**src/rtl/button_mem_writer_pkg.sv**
```systemverilog
// Shared definitions for the button memory writer: FSM states, button bit
// order and the memory-mapped addresses of the two button words.
package button_mem_writer_pkg;

  typedef enum logic [1:0] {
    ST_IDLE     = 2'd0,
    ST_WR_STATE = 2'd1,
    ST_WR_PRESS = 2'd2
  } wr_state_e;

  localparam int unsigned NUM_BTN   = 3;
  localparam int unsigned BTN_LEFT  = 0;
  localparam int unsigned BTN_RIGHT = 1;
  localparam int unsigned BTN_START = 2;

  localparam int unsigned BTN_ADDR_DEFAULT   = 6024;
  localparam int unsigned PRESS_ADDR_DEFAULT = 6028;

endpackage

```
**src/rtl/button_mem_writer_debouncer.sv**
```systemverilog
// One button: polarity fix, 2-flop synchronizer and a counter that only
// accepts a new level after it has held for DB_CYCLES cycles.
module button_mem_writer_debouncer #(
  parameter int unsigned DB_BITS    = 16,
  parameter int unsigned DB_CYCLES  = 50000,
  parameter bit          ACTIVE_LOW = 1'b1
) (
  input  logic clk,
  input  logic reset,
  input  logic pin,
  output logic stable,
  output logic change
);

  localparam logic [DB_BITS-1:0] LAST_CNT = DB_BITS'(DB_CYCLES - 1);

  logic               pin_c;
  logic               sync1_q, sync1_d;
  logic               sync2_q, sync2_d;
  logic               stable_q, stable_d;
  logic [DB_BITS-1:0] cnt_q, cnt_d;

  assign pin_c = ACTIVE_LOW ? ~pin : pin;

  always_comb begin
    sync1_d  = pin_c;
    sync2_d  = sync1_q;
    cnt_d    = '0;
    stable_d = stable_q;
    change   = 1'b0;
    if (sync2_q != stable_q) begin
      if (cnt_q == LAST_CNT) begin
        stable_d = sync2_q;
        change   = 1'b1;
      end else begin
        cnt_d = cnt_q + 1'b1;
      end
    end
  end

  always_ff @(posedge clk) begin
    if (reset) begin
      sync1_q  <= 1'b0;
      sync2_q  <= 1'b0;
      cnt_q    <= '0;
      stable_q <= 1'b0;
    end else begin
      sync1_q  <= sync1_d;
      sync2_q  <= sync2_d;
      cnt_q    <= cnt_d;
      stable_q <= stable_d;
    end
  end

  assign stable = stable_q;

endmodule

```
**src/rtl/button_mem_writer.sv**
```systemverilog
// Debounces left/right/start and publishes a level word and a sticky
// press-event word through a request/grant memory write port.
module button_mem_writer
  import button_mem_writer_pkg::*;
#(
  parameter int unsigned WIDTH      = 16,
  parameter int unsigned DB_BITS    = 16,
  parameter int unsigned DB_CYCLES  = 50000,
  parameter int unsigned BTN_ADDR   = BTN_ADDR_DEFAULT,
  parameter int unsigned PRESS_ADDR = PRESS_ADDR_DEFAULT,
  parameter bit          ACTIVE_LOW = 1'b1
) (
  input  logic             clk,
  input  logic             reset,
  input  logic             left,
  input  logic             right,
  input  logic             start,
  input  logic             wr_gnt,
  output logic             wr_req,
  output logic [WIDTH-1:0] wr_addr,
  output logic [WIDTH-1:0] wr_data,
  output logic [2:0]       btn_state,
  output logic             busy
);

  logic [NUM_BTN-1:0] pins;
  logic [NUM_BTN-1:0] stable;
  logic [NUM_BTN-1:0] change;
  logic [NUM_BTN-1:0] rise;

  wr_state_e          state_q, state_d;
  logic               dirty_q, dirty_d;
  logic [NUM_BTN-1:0] press_pend_q, press_pend_d;
  logic [NUM_BTN-1:0] press_snap_q, press_snap_d;
  logic               wr_req_q, wr_req_d;
  logic [WIDTH-1:0]   wr_addr_q, wr_addr_d;
  logic [WIDTH-1:0]   wr_data_q, wr_data_d;

  assign pins[BTN_LEFT]  = left;
  assign pins[BTN_RIGHT] = right;
  assign pins[BTN_START] = start;

  for (genvar i = 0; i < NUM_BTN; i++) begin : g_db
    button_mem_writer_debouncer #(
      .DB_BITS    (DB_BITS),
      .DB_CYCLES  (DB_CYCLES),
      .ACTIVE_LOW (ACTIVE_LOW)
    ) u_db (
      .clk    (clk),
      .reset  (reset),
      .pin    (pins[i]),
      .stable (stable[i]),
      .change (change[i])
    );
  end

  assign rise = change & ~stable;

  // Both words of a pass are fixed at WR_STATE entry; the press snapshot is
  // what gets cleared, so presses arriving mid-pass stay pending.
  always_comb begin
    state_d      = state_q;
    dirty_d      = dirty_q;
    press_pend_d = press_pend_q;
    press_snap_d = press_snap_q;
    wr_req_d     = wr_req_q;
    wr_addr_d    = wr_addr_q;
    wr_data_d    = wr_data_q;
    case (state_q)
      ST_IDLE: begin
        if (dirty_q) begin
          dirty_d      = 1'b0;
          state_d      = ST_WR_STATE;
          press_snap_d = press_pend_q;
          wr_req_d     = 1'b1;
          wr_addr_d    = WIDTH'(BTN_ADDR);
          wr_data_d    = {{(WIDTH-NUM_BTN){1'b0}}, stable};
        end
      end
      ST_WR_STATE: begin
        if (wr_gnt) begin
          state_d   = ST_WR_PRESS;
          wr_addr_d = WIDTH'(PRESS_ADDR);
          wr_data_d = {{(WIDTH-NUM_BTN){1'b0}}, press_snap_q};
        end
      end
      ST_WR_PRESS: begin
        if (wr_gnt) begin
          state_d      = ST_IDLE;
          wr_req_d     = 1'b0;
          press_pend_d = press_pend_q & ~press_snap_q;
        end
      end
      default: begin
        state_d  = ST_IDLE;
        wr_req_d = 1'b0;
      end
    endcase
    press_pend_d = press_pend_d | rise;
    if (|change) dirty_d = 1'b1;
  end

  always_ff @(posedge clk) begin
    if (reset) begin
      state_q      <= ST_IDLE;
      dirty_q      <= 1'b0;
      press_pend_q <= '0;
      press_snap_q <= '0;
      wr_req_q     <= 1'b0;
      wr_addr_q    <= '0;
      wr_data_q    <= '0;
    end else begin
      state_q      <= state_d;
      dirty_q      <= dirty_d;
      press_pend_q <= press_pend_d;
      press_snap_q <= press_snap_d;
      wr_req_q     <= wr_req_d;
      wr_addr_q    <= wr_addr_d;
      wr_data_q    <= wr_data_d;
    end
  end

  assign wr_req    = wr_req_q;
  assign wr_addr   = wr_addr_q;
  assign wr_data   = wr_data_q;
  assign btn_state = stable;
  assign busy      = (state_q != ST_IDLE);

endmodule

```
**config.mk**
```make
export PLATFORM = sky130hd
export DESIGN_NAME = button_mem_writer
export DESIGN_NICKNAME = d
export VERILOG_FILES = /design/src/rtl/button_mem_writer_pkg.sv /design/src/rtl/button_mem_writer_debouncer.sv /design/src/rtl/button_mem_writer.sv
export SDC_FILE = /design/constraint.sdc
export NUM_CORES = 1
export LEC_CHECK = 0
export CAP_MARGIN = 20
export CORE_MARGIN = 4
export CORE_UTILIZATION = 24
export DETAILED_ROUTE_END_ITERATION = 10
export GPL_TIMING_DRIVEN = 0
export PLACE_DENSITY = 0.52
export SYNTH_ARGS = -nofsm -noshare
export SYNTH_HDL_FRONTEND = slang
export SYNTH_SLANG_ARGS = --single-unit
```
**constraint.sdc**
```tcl
create_clock -name clk -period 2.36 [get_ports clk]
set_input_delay 0.472 -clock clk [delete_from_list [all_inputs] [get_ports clk]]
set_output_delay 0.472 -clock clk [all_outputs]
set_load 0.02 [all_outputs]
```
======== Word level (Yosys, flattened, before mapping) ========
Cells that the tools add are included.
word-level totals
  register bits after elaboration ......... 99
  bits in latches ......................... 0
  memory bits (writable) .................. 0
  bits in read-only memories .............. 0
  logic and storage cells ................. 83
  memories ................................ 0
cells by class
  add/subtract/negate cells ............... 3
  multiply operators ...................... 0
  divide/modulo/power cells ............... 0
  magnitude comparators ................... 0
  eq/ne operators ......................... 11
  shift-type cells ........................ 0
  multiplexer cells ....................... 23
  bitwise operators ....................... 12
  reductions and logical operators ........ 15
operators with widths
  operator                                                                number
  16-bit two-way mux                                                      4
  16-bit case mux with 2 select lines                                     2
  16-bit by 1-bit adder with 16-bit output (second input constant)        3
  16-bit equality test (second input constant)                            3
  3-bit OR reduction                                                      4
  1-bit two-way mux                                                       10
  3-bit AND reduction                                                     3
  2-bit AND reduction                                                     4
  1-bit inverter                                                          7
  3-bit AND                                                               2
  2-bit two-way mux                                                       3
  3-bit two-way mux                                                       2
  2-bit inequality test (second input constant)                           3
  3-bit inverter                                                          2
  2-bit case mux with 3 select lines                                      1
  2-bit nonzero test                                                      3
  1-bit inequality test                                                   3
  3-bit bitwise OR                                                        1
  1-bit case mux with 3 select lines                                      1
  2-bit by 1-bit equality test with 1-bit output (second input constant)  1
  2-bit equality test (second input constant)                             1
  2-bit zero test                                                         1

======== Logic depth before layout (Yosys ltp) ========
  depth after elaboration ................. 5
  depth in mapped cells ................... 7
  gate-level depth less buffers ........... 5

======== By module ========
From an unflattened synthesis, not the netlist that was laid out.
unflattened totals
  cell total of the unflattened synthesis .. 356
  area, all modules ....................... 3314.4 µm²
modules (own cells, without submodules)
  module                       instances  cells each  area an instance (µm²)
  button_mem_writer_debouncer  3          88          833.3
  button_mem_writer            1          92          814.5

======== Least setup slack after synthesis ========
No wires, ideal clock.
  path type ............................... register to register
  from .................................... reg g_db[2].u_db.cnt_q[13]
  to ...................................... reg g_db[2].u_db.cnt_q[15]
  setup time .............................. 0.115 ns
  data arrival time ....................... 1.829 ns
  setup slack ............................. 0.416 ns
  cell stages (with the launch flop) ...... 7
  buffers on the path ..................... 2
  clock period less this slack ............ 1.944 ns
  cell sequence ........................... dfxtp_1 or4b_2 nor4_2 nand2b_1 clkbuf_2 buf_4 nor2_1
between the ends
  cells in the longest elaborated chain, start to end .. 2
RTL lines
  what                                                                                              RTL line                           text
  start, declared                                                                                   button_mem_writer_debouncer.sv:21  logic [DB_BITS-1:0] cnt_q, cnt_d;
  start signal, assigned                                                                            button_mem_writer_debouncer.sv:50  cnt_q <= cnt_d;
  parallel branches: the longest is 2 deep, another holds 16-bit by 1-bit adder with 16-bit output  --
Several ways; the timed one is not identified.
A chain may end at the register's enable or synchronous reset.

======== Worst setup path in the final report ========
  from .................................... reg state_q[1]
  to ...................................... out busy
between the ends
  cells in the longest elaborated chain, start to end .. 1
RTL lines
  what                    RTL line                  text
  start, declared         button_mem_writer.sv:31   wr_state_e state_q, state_d;
  start signal, assigned  button_mem_writer.sv:113  state_q <= state_d;
  2-bit nonzero test      button_mem_writer.sv:127  assign busy = (state_q != ST_IDLE);
  end, declared           button_mem_writer.sv:23   output logic busy
Every way passes these cells.

==> results.py <==
metrics = {
    "logic_synthesis": {
        "synth_top_cell_by_area": "dfxtp_1",
        "synthTopCellsByArea": "dfxtp_1 (44%), xnor2_1 (11%), nor2_1 (9.2%)",
        "syn-cell-area_sq_um": 3260,
        "synth-edff-count": 0,
        "avgSynthCellArea_sq_um": 8.72,
        "ys.warnings.count": 0,
        "yosysTopAreaCellShare_pct": 44.2,
        "ys_types": 37,
        "synthCells": 374,
        "seq_area_frac_synth_pct": 44.2,
        "async_reset_ff_share_pct": 0,
        "ys_ff_latch": 72,
        "yosys-top-cells-count": "nor2_1 (80), dfxtp_1 (72), xnor2_1 (42)",
        "synth_ff_type": "dfxtp_1",
        "synth.most_common_cell": "nor2_1",
    },
    "clock_tree": {
        "cts_setup_buffers": 0,
        "ctsHoldBuffers": 0,
        "clock_latency_ns": 0.33,
        "cts_max_path_buffers": 2,
        "cts_sinks": 72,
        "ctsResizeCount": 0,
        "h-tree-depth": 3,
        "cts_buffers": 9,
        "cts_tree": "built",
        "clkTransAtPathRegs_ns": 0.06,
        "cts_root_buf": "clkbuf_16",
    },
    "final_layout": {
        "area_growth_pct": 25.0,
        "fin_area_sq_um": 4080,
        "drive_gt1_share_pct": 13.0,
        "fin_util_pct": 30.7,
        "fill_cells": 1393,
        "diodes": 0,
        "fin_nets": 435,
    },
    "sta": {
        "timing.final.ws_setup_ns": 0.144,
        "fin_crit_ns": 2.22,
        "drv_slew": 0,
        "finalHoldViolations": 0,
        "rsz0062_at_grt": "false",
        "slew_headroom_pct": 52.2,
        "fmax_ghz": 0.451,
        "worst_pin_slew_ns": 0.716,
        "fin_setup_tns_ns": 0,
        "skew_ns": 0.00858,
        "period_share_pct": 93.9,
        "setup_violations": 0,
    },
    "global_route": {
        "grt_max_degree": 13,
        "grt.total_usage_pct": 8.03,
        "grt_pass1_wl_um": 10500,
        "antenna_found_initial": 0,
        "grt.overflow.total": 0,
        "grt_pass1_vias": 2261,
    },
    "power_and_ir_drop": {
        "internal_power_uw": 2140,
        "power_frac_comb_pct": 3.6,
        "p_switching_uw": 553,
        "power_density_nw_per_um2": 659,
        "p_sw_share_pct": 20.6,
        "irDropWorstVdd_mv": 0.301,
        "p_leak_uw": 0.00133,
        "clock_power_share_pct": 50.8,
        "seqPwrFrac_pct": 45.6,
    },
    "worst_setup_path": {
        "r2r_cells": 5,
        "reg2reg_to": "g_db[0].u_db.cnt_q[10]$_SDFF_PP0_",
        "reg2reg_from": "g_db[0].u_db.cnt_q[6]$_SDFF_PP0_",
        "crit_path_end": "busy",
        "cp-start-kind": "flop",
        "end_kind": "output pin",
        "r2r_slack_ns": 0.19,
        "crit_start": "state_q[1]$_SDFFE_PP0P_",
        "worstSetupPathType": "flop to output pin",
        "cp.required_ns": 1.89,
        "worstPathMaxFanout": 10,
        "worstPathArrival_ns": 1.74,
    },
    "job": {
        "cap_violations": 0,
    },
    "place": {
        "dpl_cell_area_sq_um": 3760,
        "io_buffers": 20,
        "gp_congestion": 0.755,
        "dpl.hpwl_um": 4400,
        "place_ws_ns": 0.143,
    },
    "die": {
        "fp.dieH_um": 125,
        "fp.coreArea_sq_um": 13300,
        "core.rowCount": 42,
        "start_util_pct": 24.5,
        "die_width_um": 125,
        "dieArea_sq_um": 15500,
        "ioPinCount": 43,
    },
    "route": {
        "firstDrtPassIters": 4,
        "first_iter_violations": 209,
        "drc": 0,
        "ant_nets": 0,
        "vias": 2496,
        "viasPerCell": 4.11,
        "wire_per_inst_um": 9.98,
        "routed_wl_um": 6060,
    },
    "worst_hold_path": {
        "hold_path_class": "flop to flop",
    },
    "status": {
        "outcome": "finished clean",
    },
}
==> stage by stage <==
stage / cells / power, uW / hold slack, ns
global placement: 591 / 1350 / 0.418
CTS: 607 / 2730 / 0.438
global route: 607 / 2800 / 0.461
floorplan: 395 / 1330 / 0.414
detailed placement: 591 / 1350 / 0.426
finish: 607 / 2690 / 0.433
==> metal layers <==
metal | wire length [um] | vias to the layer above | part of all wire, % | GRT usage (%)
li1 | - | 1310 | - | -
met1 | 2930 | 1121 | 48 | 10.6
met3 | 393 | 11 | 6.5 | 2.79
met4 | 91 | 0 | 1.5 | 3.09
met5 | 0 | - | 0 | 0
met2 | 2640 | 54 | 44 | 12.0
==> cell families (layout without fill, tap and decap cells) <==
family	Yosys count	after routing	synth area share, %
muxes	6	6	1.84
and+or+nand+nor	169	169	26.6
other	1	22	0.115
AOI/OAI and AO/OA	22	22	3.91
adders and majority gates	3	3	1.15
DFF	72	72	44.2
xor gates and xnor gates	45	45	12.1
buffers and inverters	56	92	10.1
==> power groups by stage <==
stage	sequential (uW)	combinational [uW]	clock, uW
after floorplan	1250	78.1	0
after global placement	1250	95.9	0
after detailed placement	1250	96.1	0
after CTS	1230	96.3	1400
after global routing	1230	106	1460
final	1230	96.6	1370
==> layout by cell type (no fill, tap or decap), types with 2 or more instances in the layout <==
| cell | count |
|---|---|
| ha_1 | 3 |
| o21ai_0 | 6 |
| mux2i_1 | 6 |
| buf_1 | 2 |
| or4b_2 | 2 |
| clkinvlp_4 | 3 |
| inv_1 | 17 |
| nor2b_1 | 4 |
| xor2_1 | 3 |
| nand2_1 | 10 |
| nand3b_1 | 4 |
| nor3_1 | 11 |
| a211oi_1 | 3 |
| conb_1 | 22 |
| nor2_1 | 80 |
| clkdlybuf4s50_1 | 20 |
| nand3_1 | 15 |
| buf_4 | 31 |
| xnor2_1 | 42 |
| or4bb_1 | 5 |
| nand4_1 | 11 |
| dfxtp_1 | 72 |
| clkbuf_16 | 9 |
| a21oi_1 | 10 |
| nand2b_1 | 4 |
| nor4_1 | 14 |
| clkbuf_8 | 2 |
| clkbuf_1 | 4 |
| buf_2 | 2 |
==> final cells by class <==
type                            count  area [sq um]  share of cell area [%]
Clock inverter                      4          52.6                    1.29
Buffer                             39           267                    6.53
Inverter                           17          63.8                    1.56
Clock buffer                       12           256                    6.29
Timing Repair Buffer               20           200                    4.91
Sequential cell                    72          1440                    35.3
Multi-Input combinational cell    267          1580                    38.7
Tap cell                          176           220                    5.40
==> registers in the layout (all words and copies together), names as in the netlist <==
signal	flops
g_db.u_db.cnt_q	48
wr_req	1
g_db.u_db.stable	3
press_snap_q	3
g_db.u_db.sync2_q	3
wr_addr	2
wr_data	3
state_q	2
press_pend_q	3
g_db.u_db.sync1_q	3
dirty_q	1
==> worst max-delay path: stages, from the launching register on <==
cell	delay [ns]
dfxtp_1	0.33
clkbuf_1	0.29
or2_2	0.20
clkdlybuf4s50_1	0.60
==> how the worst min path moves through the flow <==
stage,start,to,slack (ns),cells past startpoint
after floorplan,g_db[0].u_db.sync1_q$_SDFF_PP0_,g_db[0].u_db.sync2_q$_SDFF_PP0_,0.41,1
after global placement,g_db[2].u_db.sync1_q$_SDFF_PP0_,g_db[2].u_db.sync2_q$_SDFF_PP0_,0.42,1
after detailed placement,g_db[2].u_db.sync1_q$_SDFF_PP0_,g_db[2].u_db.sync2_q$_SDFF_PP0_,0.43,1
after CTS,g_db[1].u_db.sync1_q$_SDFF_PP0_,g_db[1].u_db.sync2_q$_SDFF_PP0_,0.44,1
after global routing,g_db[0].u_db.sync1_q$_SDFF_PP0_,g_db[0].u_db.sync2_q$_SDFF_PP0_,0.46,1
final,g_db[1].u_db.sync1_q$_SDFF_PP0_,g_db[1].u_db.sync2_q$_SDFF_PP0_,0.43,1
(Power assumes the default switching activity.)
